`config.mk`:
```
export PLATFORM = sky130hd
export DESIGN_NAME = lfm_sample_framer
export DESIGN_NICKNAME = d
export VERILOG_FILES = /design/src/rtl/lfm_sample_framer.sv
export SDC_FILE = /design/constraint.sdc
export NUM_CORES = 1
export LEC_CHECK = 0
export CELL_PAD_IN_SITES_DETAIL_PLACEMENT = 1
export CELL_PAD_IN_SITES_GLOBAL_PLACEMENT = 2
export CORE_MARGIN = 2
export CORE_UTILIZATION = 45
export DETAILED_ROUTE_END_ITERATION = 10
export GPL_ROUTABILITY_DRIVEN = 0
export PLACE_DENSITY_LB_ADDON = 0.1
export SYNTH_ARGS = -nofsm -noshare
export SYNTH_HDL_FRONTEND = slang
export SYNTH_SLANG_ARGS = --single-unit
```
`constraint.sdc`:
```
create_clock -name clk -period 4.3 [get_ports clk]
set_input_delay 0.43 -clock clk [delete_from_list [all_inputs] [get_ports clk]]
set_output_delay 0.43 -clock clk [all_outputs]
set_load 0.005 [all_outputs]
```
`src/rtl/lfm_sample_framer.sv`:
```
// Frames the LFM generator's sample stream into a valid/ready stream with tlast.
// A one-entry hold register delays each sample so tlast lands on the final word of a chirp.
module lfm_sample_framer #(
  parameter int OUT_WIDTH      = 16,
  parameter int ADDR_W         = 6,
  parameter bit CONVERT_SIGNED = 1'b1
) (
  input  logic                 clk,
  input  logic                 rst,
  input  logic [OUT_WIDTH-1:0] in_data,
  input  logic                 in_busy,
  input  logic                 in_done,
  input  logic                 clr_ovf,
  output logic [OUT_WIDTH-1:0] m_tdata,
  output logic                 m_tvalid,
  input  logic                 m_tready,
  output logic                 m_tlast,
  output logic [ADDR_W:0]      level,
  output logic                 overflow,
  output logic [15:0]          frame_cnt
);

  localparam int DEPTH = 1 << ADDR_W;

  typedef enum logic [1:0] {S_IDLE, S_HOLD, S_FLUSH} state_t;

  state_t                state_q, state_d;
  logic                  capture, push, push_last, frame_inc;
  logic [OUT_WIDTH-1:0]  conv_data, hold_q;
  logic                  wr_v_q;
  logic [OUT_WIDTH:0]    wr_w_q;
  logic [OUT_WIDTH:0]    mem_q [DEPTH];
  logic [ADDR_W:0]       wr_ptr_q, rd_ptr_q;
  logic                  ovf_q;
  logic [15:0]           frame_q;
  logic                  full, rd_en, wr_en, drop;

  assign conv_data = CONVERT_SIGNED ? (in_data ^ {1'b1, {(OUT_WIDTH-1){1'b0}}}) : in_data;

  always_ff @(posedge clk or posedge rst) begin
    if (rst) state_q <= S_IDLE;
    else     state_q <= state_d;
  end

  always_comb begin
    state_d = state_q;
    case (state_q)
      S_IDLE:  if (in_busy) state_d = S_HOLD;
      S_HOLD: begin
        if (in_busy && in_done)  state_d = S_FLUSH;
        else if (in_done)        state_d = S_IDLE;
      end
      S_FLUSH: state_d = in_busy ? S_HOLD : S_IDLE;
      default: state_d = S_IDLE;
    endcase
  end

  always_comb begin
    capture   = 1'b0;
    push      = 1'b0;
    push_last = 1'b0;
    frame_inc = 1'b0;
    case (state_q)
      S_IDLE: begin
        capture   = in_busy;
        frame_inc = in_done && !in_busy;
      end
      S_HOLD: begin
        if (in_busy) begin
          push    = 1'b1;
          capture = 1'b1;
        end else if (in_done) begin
          push      = 1'b1;
          push_last = 1'b1;
          frame_inc = 1'b1;
        end
      end
      S_FLUSH: begin
        push      = 1'b1;
        push_last = 1'b1;
        frame_inc = 1'b1;
        capture   = in_busy;
      end
      default: ;
    endcase
  end

  // Pushes are staged one cycle before entering the FIFO.
  always_ff @(posedge clk or posedge rst) begin
    if (rst) begin
      hold_q  <= '0;
      wr_v_q  <= 1'b0;
      wr_w_q  <= '0;
      frame_q <= '0;
      ovf_q   <= 1'b0;
    end else begin
      if (capture) hold_q <= conv_data;
      wr_v_q <= push;
      wr_w_q <= {push_last, hold_q};
      if (frame_inc) frame_q <= frame_q + 16'd1;
      if (drop)         ovf_q <= 1'b1;
      else if (clr_ovf) ovf_q <= 1'b0;
    end
  end

  assign level    = wr_ptr_q - rd_ptr_q;
  assign full     = (level == (ADDR_W+1)'(DEPTH));
  assign m_tvalid = (level != '0);
  assign rd_en    = m_tvalid && m_tready;
  assign wr_en    = wr_v_q && (!full || rd_en);
  assign drop     = wr_v_q && full && !rd_en;

  always_ff @(posedge clk or posedge rst) begin
    if (rst) begin
      wr_ptr_q <= '0;
      rd_ptr_q <= '0;
    end else begin
      if (wr_en) wr_ptr_q <= wr_ptr_q + 1'b1;
      if (rd_en) rd_ptr_q <= rd_ptr_q + 1'b1;
    end
  end

  always_ff @(posedge clk) begin
    if (wr_en) mem_q[wr_ptr_q[ADDR_W-1:0]] <= wr_w_q;
  end

  assign m_tdata   = mem_q[rd_ptr_q[ADDR_W-1:0]][OUT_WIDTH-1:0];
  assign m_tlast   = mem_q[rd_ptr_q[ADDR_W-1:0]][OUT_WIDTH];
  assign overflow  = ovf_q;
  assign frame_cnt = frame_q;

endmodule

```
[Word level (Yosys, flattened, before mapping)]
Memories as Yosys holds them, arrays and structs flattened.
Index checks and enable logic that the tools add are counted.
Word-level totals
  word-level logic and storage cells: 51
  RAM bits: 1088
  bits of input ports: 22
  register bits after elaboration: 67
  memories kept: 1
  bits in read-only memories: 0
  bits in latches: 0
Operators by class
  add/subtract/negate cells: 4
  $lt $le $gt $ge: 0
  reduce and logical (&&, ||, !) cells: 15
  $mul: 0
  shift-type cells: 0
  mux-type cells: 17
  eq/ne operators: 5
  bitwise logic cells: 1
  div/mod/pow operators: 0
Memories
  mem_q: depth 64, width 17, rd ports 1, clocked after Yosys merged registers in 0, write ports 1, line 32  | logic [OUT_WIDTH:0] mem_q [DEPTH];
Operator list (count)
  $add A16 B1 Y16 const B: 1
  $add A7 B1 Y7 const B: 2
  $mux W1: 9
  $eq A7 B7 Y1 const B: 1
  $reduce_bool A7 Y1: 1
  $sub A7 B7 Y7: 1
  $logic_and A1 B1 Y1: 6
  $mux W2: 3
  $pmux W1 S2: 3
  $pmux W2 S3: 1
  $logic_not A1 Y1: 3
  $ne A3 B3 Y1 const B: 1
  $pmux W1 S3: 1
  $eq A2 B1 Y1 const B: 1
  $eq A2 B2 Y1 const B: 1
  $logic_not A2 Y1: 1
  $ne A2 B2 Y1 const B: 1
  $reduce_and A2 Y1: 1
  $reduce_bool A2 Y1: 1
  $reduce_or A2 Y1: 1
  $logic_or A1 B1 Y1: 1
  $not A1 Y1: 1

[Depth between registers and ports, before layout]
Gate-level depths: netlist (run 1).
  depth in word-level cells: 7
  gate-level depth with buffers: 14

[Least setup slack after synthesis (run 1)]
No wires, ideal clock.
  path kind: reg2reg
  from: register rd_ptr_q[2]
  to: memory mem_q[17][0] in the netlist's numbering, enable pin
  arrival: 4.270 ns
  setup time: 0.412 ns
  cell stages (with the launch flop): 15
  period minus slack after synthesis: 4.683 ns
  setup slack: -0.383 ns
  cells stage by stage: dfrtp_1 clkbuf_1 inv_1 buf_2 clkbuf_1 ha_1 o21ai_0 a21oi_1 o311ai_1 or4_1 buf_2 o31ai_4 buf_6 buf_6 nor3_1
On the way
  word-level cells in the longest chain between the ends: 7
  elaborated cells between the ends (all ways): 9
Ends and longest elaborated chain
  start, declared: line 33  | logic [ADDR_W:0] wr_ptr_q, rd_ptr_q;
  start signal, assigned: line 119  | if (rd_en) rd_ptr_q <= rd_ptr_q + 1'b1;
  $sub A7 B7 Y7 *: line 106  | assign level = wr_ptr_q - rd_ptr_q;
  via level[5]: line 18  | output logic [ADDR_W:0] level,
  $eq A7 B7 Y1 / $reduce_bool A7 Y1 (equally long branches): line 107, 108
  $logic_not A1 Y1 / $logic_and A1 B1 Y1 (equally long branches): line 110, 109
  $logic_or A1 B1 Y1 *: line 110  | assign wr_en = wr_v_q && (!full || rd_en);
  $logic_and A1 B1 Y1 *: line 110
  $mux W1 *: line 124  | if (wr_en) mem_q[wr_ptr_q[ADDR_W-1:0]] <= wr_w_q;
  $mux W1 (not written as such) *: line 124
  end, declared: line 32
The timed path passes the listed nets; every way through them passes the cells marked *.

[Worst setup path after layout (run 1)]
  from: register rd_ptr_q[0]
  to: output port m_tdata[9]
On the way
  word-level cells in the longest chain between the ends: 1
Ends and longest elaborated chain
  $mem_v2 Z64 W17
  end, declared: line 14  | output logic [OUT_WIDTH-1:0] m_tdata,
Every way passes these cells.

==> results of run 1 <==
-- kinds of logic after synthesis --
kind of cell | after synthesis | share of synthesized area
AOI/OAI and AO/OA | 101 | 0.01563
adders and majority gates | 15 | 0.004370
DFF | 1155 | 0.7689
xor gates and xnor gates | 32 | 0.006274
muxes | 365 | 0.1697
and+or+nand+nor | 210 | 0.02272
buffers and inverters | 126 | 0.01238
-- worst paths after layout --
check / from / end
max reg2reg: rd_ptr_q[0] / mem_q[41][11]
min reg2reg: hold_q[7] / wr_w_q[7]
min: rst / wr_ptr_q[1]
max in group asynchronous: rst / wr_w_q[12]
max: rd_ptr_q[0] / m_tdata[9]
min in group clk: in_data[15] / hold_q[15]
-- per-layer routing --
| layer | track usage | up-vias |
|---|---|---|
| met1 | 0.3510 | 11970 |
| met2 | 0.3625 | 735 |
| met4 | 0.06551 | 2 |
| met3 | 0.05480 | 147 |
| met5 | 0 | - |
| li1 | - | 8912 |
-- registers in the layout, indices dropped and copies added, names as in the netlist --
register	count
frame_cnt	16
wr_ptr_q	7
state_q	2
hold_q	16
overflow	1
wr_v_q	1
mem_q	1088
wr_w_q	17
rd_ptr_q	7
-- layout by cell type (no fill, tap or decap), types with 7 or more instances in the layout --
cell type,synthesis,final
clkbuf_1,49,21
inv_1,16,15
buf_12,0,7
clkinv_1,0,33
a21oi_1,12,12
nand2_2,0,7
nor2_1,32,31
dfrtp_1,67,46
ha_1,14,14
bufinv_16,0,13
clkbuf_16,0,124
o21ai_0,32,30
xor2_1,9,9
clkinv_2,0,23
buf_16,0,10
mux2i_1,35,31
nand2_1,56,49
a31oi_1,7,7
nor3_1,72,8
dfrtp_2,0,19
mux4_2,312,312
mux2_2,17,17
nor4_1,9,9
buf_4,0,121
o32a_1,8,8
nor3_2,0,64
nand4_1,7,7
clkdlybuf4s50_1,0,62
a22oi_2,0,8
xnor2_1,23,23
edfxtp_1,1088,1088
-- cell usage after synthesis, types with 4 or more instances --
cell / number / area [um^2]
clkbuf_1: 49 / 183.9
or3_1: 4 / 25.02
o21ai_0: 32 / 160.2
buf_1: 25 / 93.84
buf_2: 28 / 140.1
xor2_1: 9 / 78.83
a21oi_1: 12 / 60.06
xnor2_1: 23 / 201.4
a31oi_1: 7 / 43.79
o221ai_1: 6 / 52.55
inv_1: 16 / 60.06
nor2_1: 32 / 120.1
buf_6: 6 / 67.56
nand3b_1: 6 / 45.04
ha_1: 14 / 175.2
nor3_1: 72 / 360.4
o311ai_0: 4 / 35.03
mux4_2: 312 / 7027
mux2i_1: 35 / 350.3
a22oi_1: 12 / 90.09
nand3_1: 6 / 30.03
nor2b_1: 6 / 37.54
nand4_1: 7 / 43.79
dfrtp_1: 67 / 1677
edfxtp_1: 1088 / 32670
nand2_1: 56 / 210.2
o32a_1: 8 / 80.08
nor4_1: 9 / 56.30
mux2_2: 17 / 191.4
-- critical path: cells and delay by family (launching register included) --
kind,cells,cell delay [ps]
compound gates,1,210
buf+inv,3,1010
mux,2,1120
simple gates,2,310
flops,1,440
-- power breakdown --
group	switching, W	internal [W]	leakage [nW]
combinational	0.00652	0.00522	4.24
clock	0.00423	0.00595	1.88
sequential	0.000463	0.0131	10.6
total	0.0112	0.0243	16.7
-- through the flow --
stage	cells	setup slack, ps	hold WS (ps)
after floorplan	2004	-382.9	350.1
after global placement	3375	410.8	357.0
after detailed placement	3375	414.6	363.5
after CTS	3607	3.470	225.2
after global routing	3613	-12.95	291.0
final	3614	58.69	239.3
-- layout make-up --
cell class,count,share of cell area
flip-flops and latches,1155,0.6573
multi-input cells,723,0.1945
clock buffers,145,0.06040
repair buffers,212,0.04275
well taps,1287,0.03079
clock inverters,73,0.01292
inverters,18,0.001340
diodes,1,0.00004784
-- timing repair --
action,4_1_cts,5_1_grt
pin swaps,2,3
endpoints found under the setup margin,17,11
setup buffers,6,4
cloned,8,2
gates resized for setup,28,10
==> flow_summary.toml, run 1 <==
[power]
leakage_nw = 16.71
total_power_w = 0.03548
vdd_ir_drop_max_v = 0.0004416
p_per_area_nw_per_um2 = 678.4

[floorplan]
rows = 115
fp.dieH_um = 319.1
coreArea_um2 = 98420
io_pins = 64
start_util = 0.4539
die_w_um = 319.1
dieArea_um2 = 101800

[cells_and_area]
final_cell_area_um2 = 52310
area_growth_syn_to_layout_pct = 17.09
drive_gt1_frac = 0.3259
nNetsFinal = 2266
seqCellArea_um2 = 34380
utilization = 0.5315
multi_input_area_um2 = 10170
fillCellCount = 8452

[logic_synthesis]
synth_edf_count = 1088
ys_seq_area_frac = 0.7689
ys.flop_type = "edfxtp_1"
ys_types = 53
ys_ff_latch = 1155
syn_nets = 2041
syn_area_per_cell_um2 = 22.29
synthCells = 2004
synth_warnings = 0
netlist_area_um2 = 44670
async_flop_share = 0.05801

[worst_setup_path]
path_cells = "bufbuf_16 -> buf_16 -> mux4_2 -> mux4_2 -> nand2_1 -> nand2_1 -> o32a_1 -> clkdlybuf4s50_1"
path_max_fanout = 18
reg2reg_slack_ps = 290
crit_arrival_ps = 3810
cpMaxStageDelayCell = "mux4_2"
cpPeakStageDelay_ps = 570
required_ps = 3870
startpoint_type = "register"
path_class = "register to primary output"
rr_worst_depth = 12
cp-end-kind = "primary output"

[timing]
worst_pin_slew_ps = 1366
setup_viol = 0
slew_headroom = 0.08939
finalHoldViolations = 0
rsz0062_at_grt = "yes"
finalSetupTns_ps = 0
skew_ps = 30.68
fmax_mhz = 235.8
period_share = 0.9864
period_needed_ps = 4241
slew_viol_final = 0

[clocking]
h-tree-depth = 3
holdBufCountCts = 0
cts_tree = "built"
clkSinkCount = 1155
clk_latency_ps = 700
numCtsBuffers = 119
clockBufferDepth = 3
root_buffer = "clkbuf_16"
clkSlewWorstSetupHoldPaths_ps = 70

[routing]
wl_met2_um = 55370
dr_wl_met3_um = 8939
dr.pass1.iters = 5
route.detailed.drc = 0
met1Wirelength_um = 52810
wl_um = 119800
ant_nets = 0
highest_layer = "met5"
wl_per_cell_um = 33.14
drt_iter0_markers = 2251
num_vias = 21760
via_per_inst = 6.022

[placed_design]
io_buffers = 63
dp_hpwl_um = 68130
place_area_um2 = 47900

[job]
maxCapViolCount = 0

[hold_path]
hold_path_class = "primary input to async pin"

[grt]
gr-total-overflow = 0
antenna_found_initial = 3
grt_pass1_wl_um = 172700
grt_pass1_vias = 23090
track_usage = 0.2390
grt_max_degree = 65

[status]
outcome = "completed"
No activity file was read; power rests on OpenSTA's default activity.
==> inputs of run 2 (changes only) <==
- ABC_AREA: not set -> 1
- CORE_UTILIZATION: 45 -> 39
- CTS_CLUSTER_DIAMETER: not set -> 50
==> flow_summary.toml, run 2 <==
[power]
internal_power_w = 0.02356
pwr-share-comb = 0.302
clock_power_share = 0.326
vdd_ir_drop_max_v = 0.0006087
switching_share = 0.3604
switchingPower_w = 0.01327
p_seq_frac = 0.372
leakage_nw = 20.03
p_per_area_nw_per_um2 = 666.0

[timing]
period_share = 0.9708
finalSetupTns_ps = 0
period_needed_ps = 4174
skew_ps = 33.30
slew_viol_final = 0
finalHoldViolations = 0
slew_headroom = 0.2331
fmax_mhz = 239.6
worst_pin_slew_ps = 1149
hold_ws_ps = 98.03
setup_viol = 0

[logic_synthesis]
netlist_area_um2 = 47230
synth_edf_count = 1088
muxShareOfSynthArea = 0.003814
synth_fa_ha_area_frac = 0.004132
netlist_top_cells_count = "nand2_1 (1099), edfxtp_1 (1088), nand3_1 (693)"
syn_nets = 4149
synthCells = 4112
synthSimpleGateAreaFrac = 0.2061
ys_types = 34
synth_top_family_by_area = "simple AND/OR/NAND/NOR gates"
ys_ff_latch = 1155
async_flop_share = 0.05801
synth_largest_area_cell = "edfxtp_1"
synth-xor-area-share = 0.004265
synthDominantCellAreaShare = 0.6917
ys_top_cells_by_area = "edfxtp_1 (69%), nand2_1 (8.7%), nand3_1 (7.3%)"
synth_warnings = 0
ys_seq_area_frac = 0.7272
synth_compound_area_frac = 0.02493
syn_area_per_cell_um2 = 11.49
yosysMostFrequentCell = "nand2_1"
ys.flop_type = "edfxtp_1"

[routing]
wl_um = 148700
num_vias = 31450
wl_per_cell_um = 24.98
via_per_inst = 5.282
ant_nets = 0
dr.pass1.iters = 5
route.detailed.drc = 0
drt_iter0_markers = 2790

[worst_setup_path]
path_max_fanout = 137
path_cells = "inv_6 -> buf_16 -> nand3_1 -> nand2_1 -> nand2_1 -> nand3_1 -> nand3_1 -> nand2_1 -> clkdlybuf4s50_1"
crit_arrival_ps = 3740
cp-end-kind = "primary output"
required_ps = 3870
cpMaxStageDelayCell = "buf_16"
cpPeakStageDelay_ps = 560
path_class = "register to primary output"
startpoint_type = "register"
reg2reg_slack_ps = 560
crit_start = "rd_ptr_q[2]"
r2r_start = "wr_ptr_q[0]"

[status]
outcome = "completed"

[cells_and_area]
final_cell_area_um2 = 55300
utilization = 0.4610
most-common-layout-cells = "nand2_1 (1098), edfxtp_1 (1088), nand3_1 (693), nor2_1 (486), o21ai_0 (215)"
mostFrequentLayoutCell = "nand2_1"
fillCellCount = 12530
nNetsFinal = 4266
area_growth_syn_to_layout_pct = 17.08
largest_reg_flops = 1088
drive_gt1_frac = 0.1053

[grt]
grt_pass1_wl_um = 215100
track_usage = 0.2352
antenna_found_initial = 3
grt_max_degree = 142
gr-total-overflow = 0
grt_pass1_vias = 31590

[floorplan]
start_util = 0.3937
io_pins = 64
fp.dieH_um = 352.0
dieArea_um2 = 123900
coreArea_um2 = 120000
rows = 127
die_w_um = 352.0

[clocking]
numCtsBuffers = 143
root_buffer = "clkbuf_16"
clk_latency_ps = 750
cts_tree = "built"
clkSinkCount = 1155
clockBufferDepth = 3
h-tree-depth = 4
clkSlewWorstSetupHoldPaths_ps = 50

[hold_path]
hold_path_class = "primary input to async pin"

[job]
maxCapViolCount = 0

[placed_design]
dp_hpwl_um = 84090
io_buffers = 63
place_area_um2 = 50290
## run 2: timing repair
item                                    in CTS  in global routing
buffers inserted                             0                  4
cloned                                       0                  7
endpoints found under the setup margin      14                 18
hold buffers                                 0                  0
gates resized for setup                      2                 17
## run 2: cells by family (layout without fill, tap and decap cells)
family | after synthesis | count (layout)
other | 0 | 1
adders and majority gates | 15 | 15
buffers and inverters | 328 | 558
xor gates and xnor gates | 23 | 23
and+or+nand+nor | 2345 | 2345
muxes | 16 | 16
AOI/OAI and AO/OA | 230 | 230
DFF | 1155 | 1155
## run 2: worst paths after layout
| kind | cells past startpoint | end |
|---|---|---|
| setup / recovery | 9 | m_tdata[0] |
| hold / removal | 3 | frame_cnt[15] |
| setup reg to reg | 16 | mem_q[22][5] |
| hold reg to reg | 0 | wr_w_q[1] |
| max in group asynchronous | 4 | rd_ptr_q[2] |
| min in group clk | 2 | overflow |
## run 2: power groups by stage
stage	clock network [W]	registers, W	logic [W]
2_1_floorplan	0	0.0138	0.00571
3_3_place_gp	0	0.0139	0.0109
3_5_place_dp	0	0.0139	0.0109
4_1_cts	0.0122	0.0137	0.0110
5_1_grt	0.0127	0.0137	0.0121
6_report	0.0120	0.0137	0.0111
## run 2: stage by stage
step,setup WS [ps],power (W),std cells
6_report,125.7,0.03683,5955
3_3_place_gp,660.1,0.02479,5685
3_5_place_dp,601.4,0.02484,5685
4_1_cts,2.276,0.03691,5943
5_1_grt,-0.6444,0.03852,5954
2_1_floorplan,836.9,0.01948,4112
## run 2: critical path: cells and delay by family, from the launching register on
family        cells  cell delay (ps)
buf+inv           3             1180
flops             1              510
simple gates      6             1160
## run 2: metal layers
layer | up-vias | share of wire | global-route usage
met2 | 678 | 0.45 | 0.3624
met5 | - | 0 | 0
li1 | 14520 | - | -
met4 | 0 | 0.020 | 0.05923
met1 | 16080 | 0.48 | 0.3475
met3 | 174 | 0.046 | 0.03694
## run 2: area by class of cell
type	instances	area, um^2	area share
Inverter	87	365.4	0.006606
Clock buffer	185	3860	0.06980
Timing Repair Buffer	213	2232	0.04036
Clock inverter	73	833.3	0.01507
Antenna cell	1	2.502	0.00004525
Multi-Input combinational cell	2629	11610	0.2099
Tap cell	1612	2017	0.03647
Sequential cell	1155	34380	0.6217
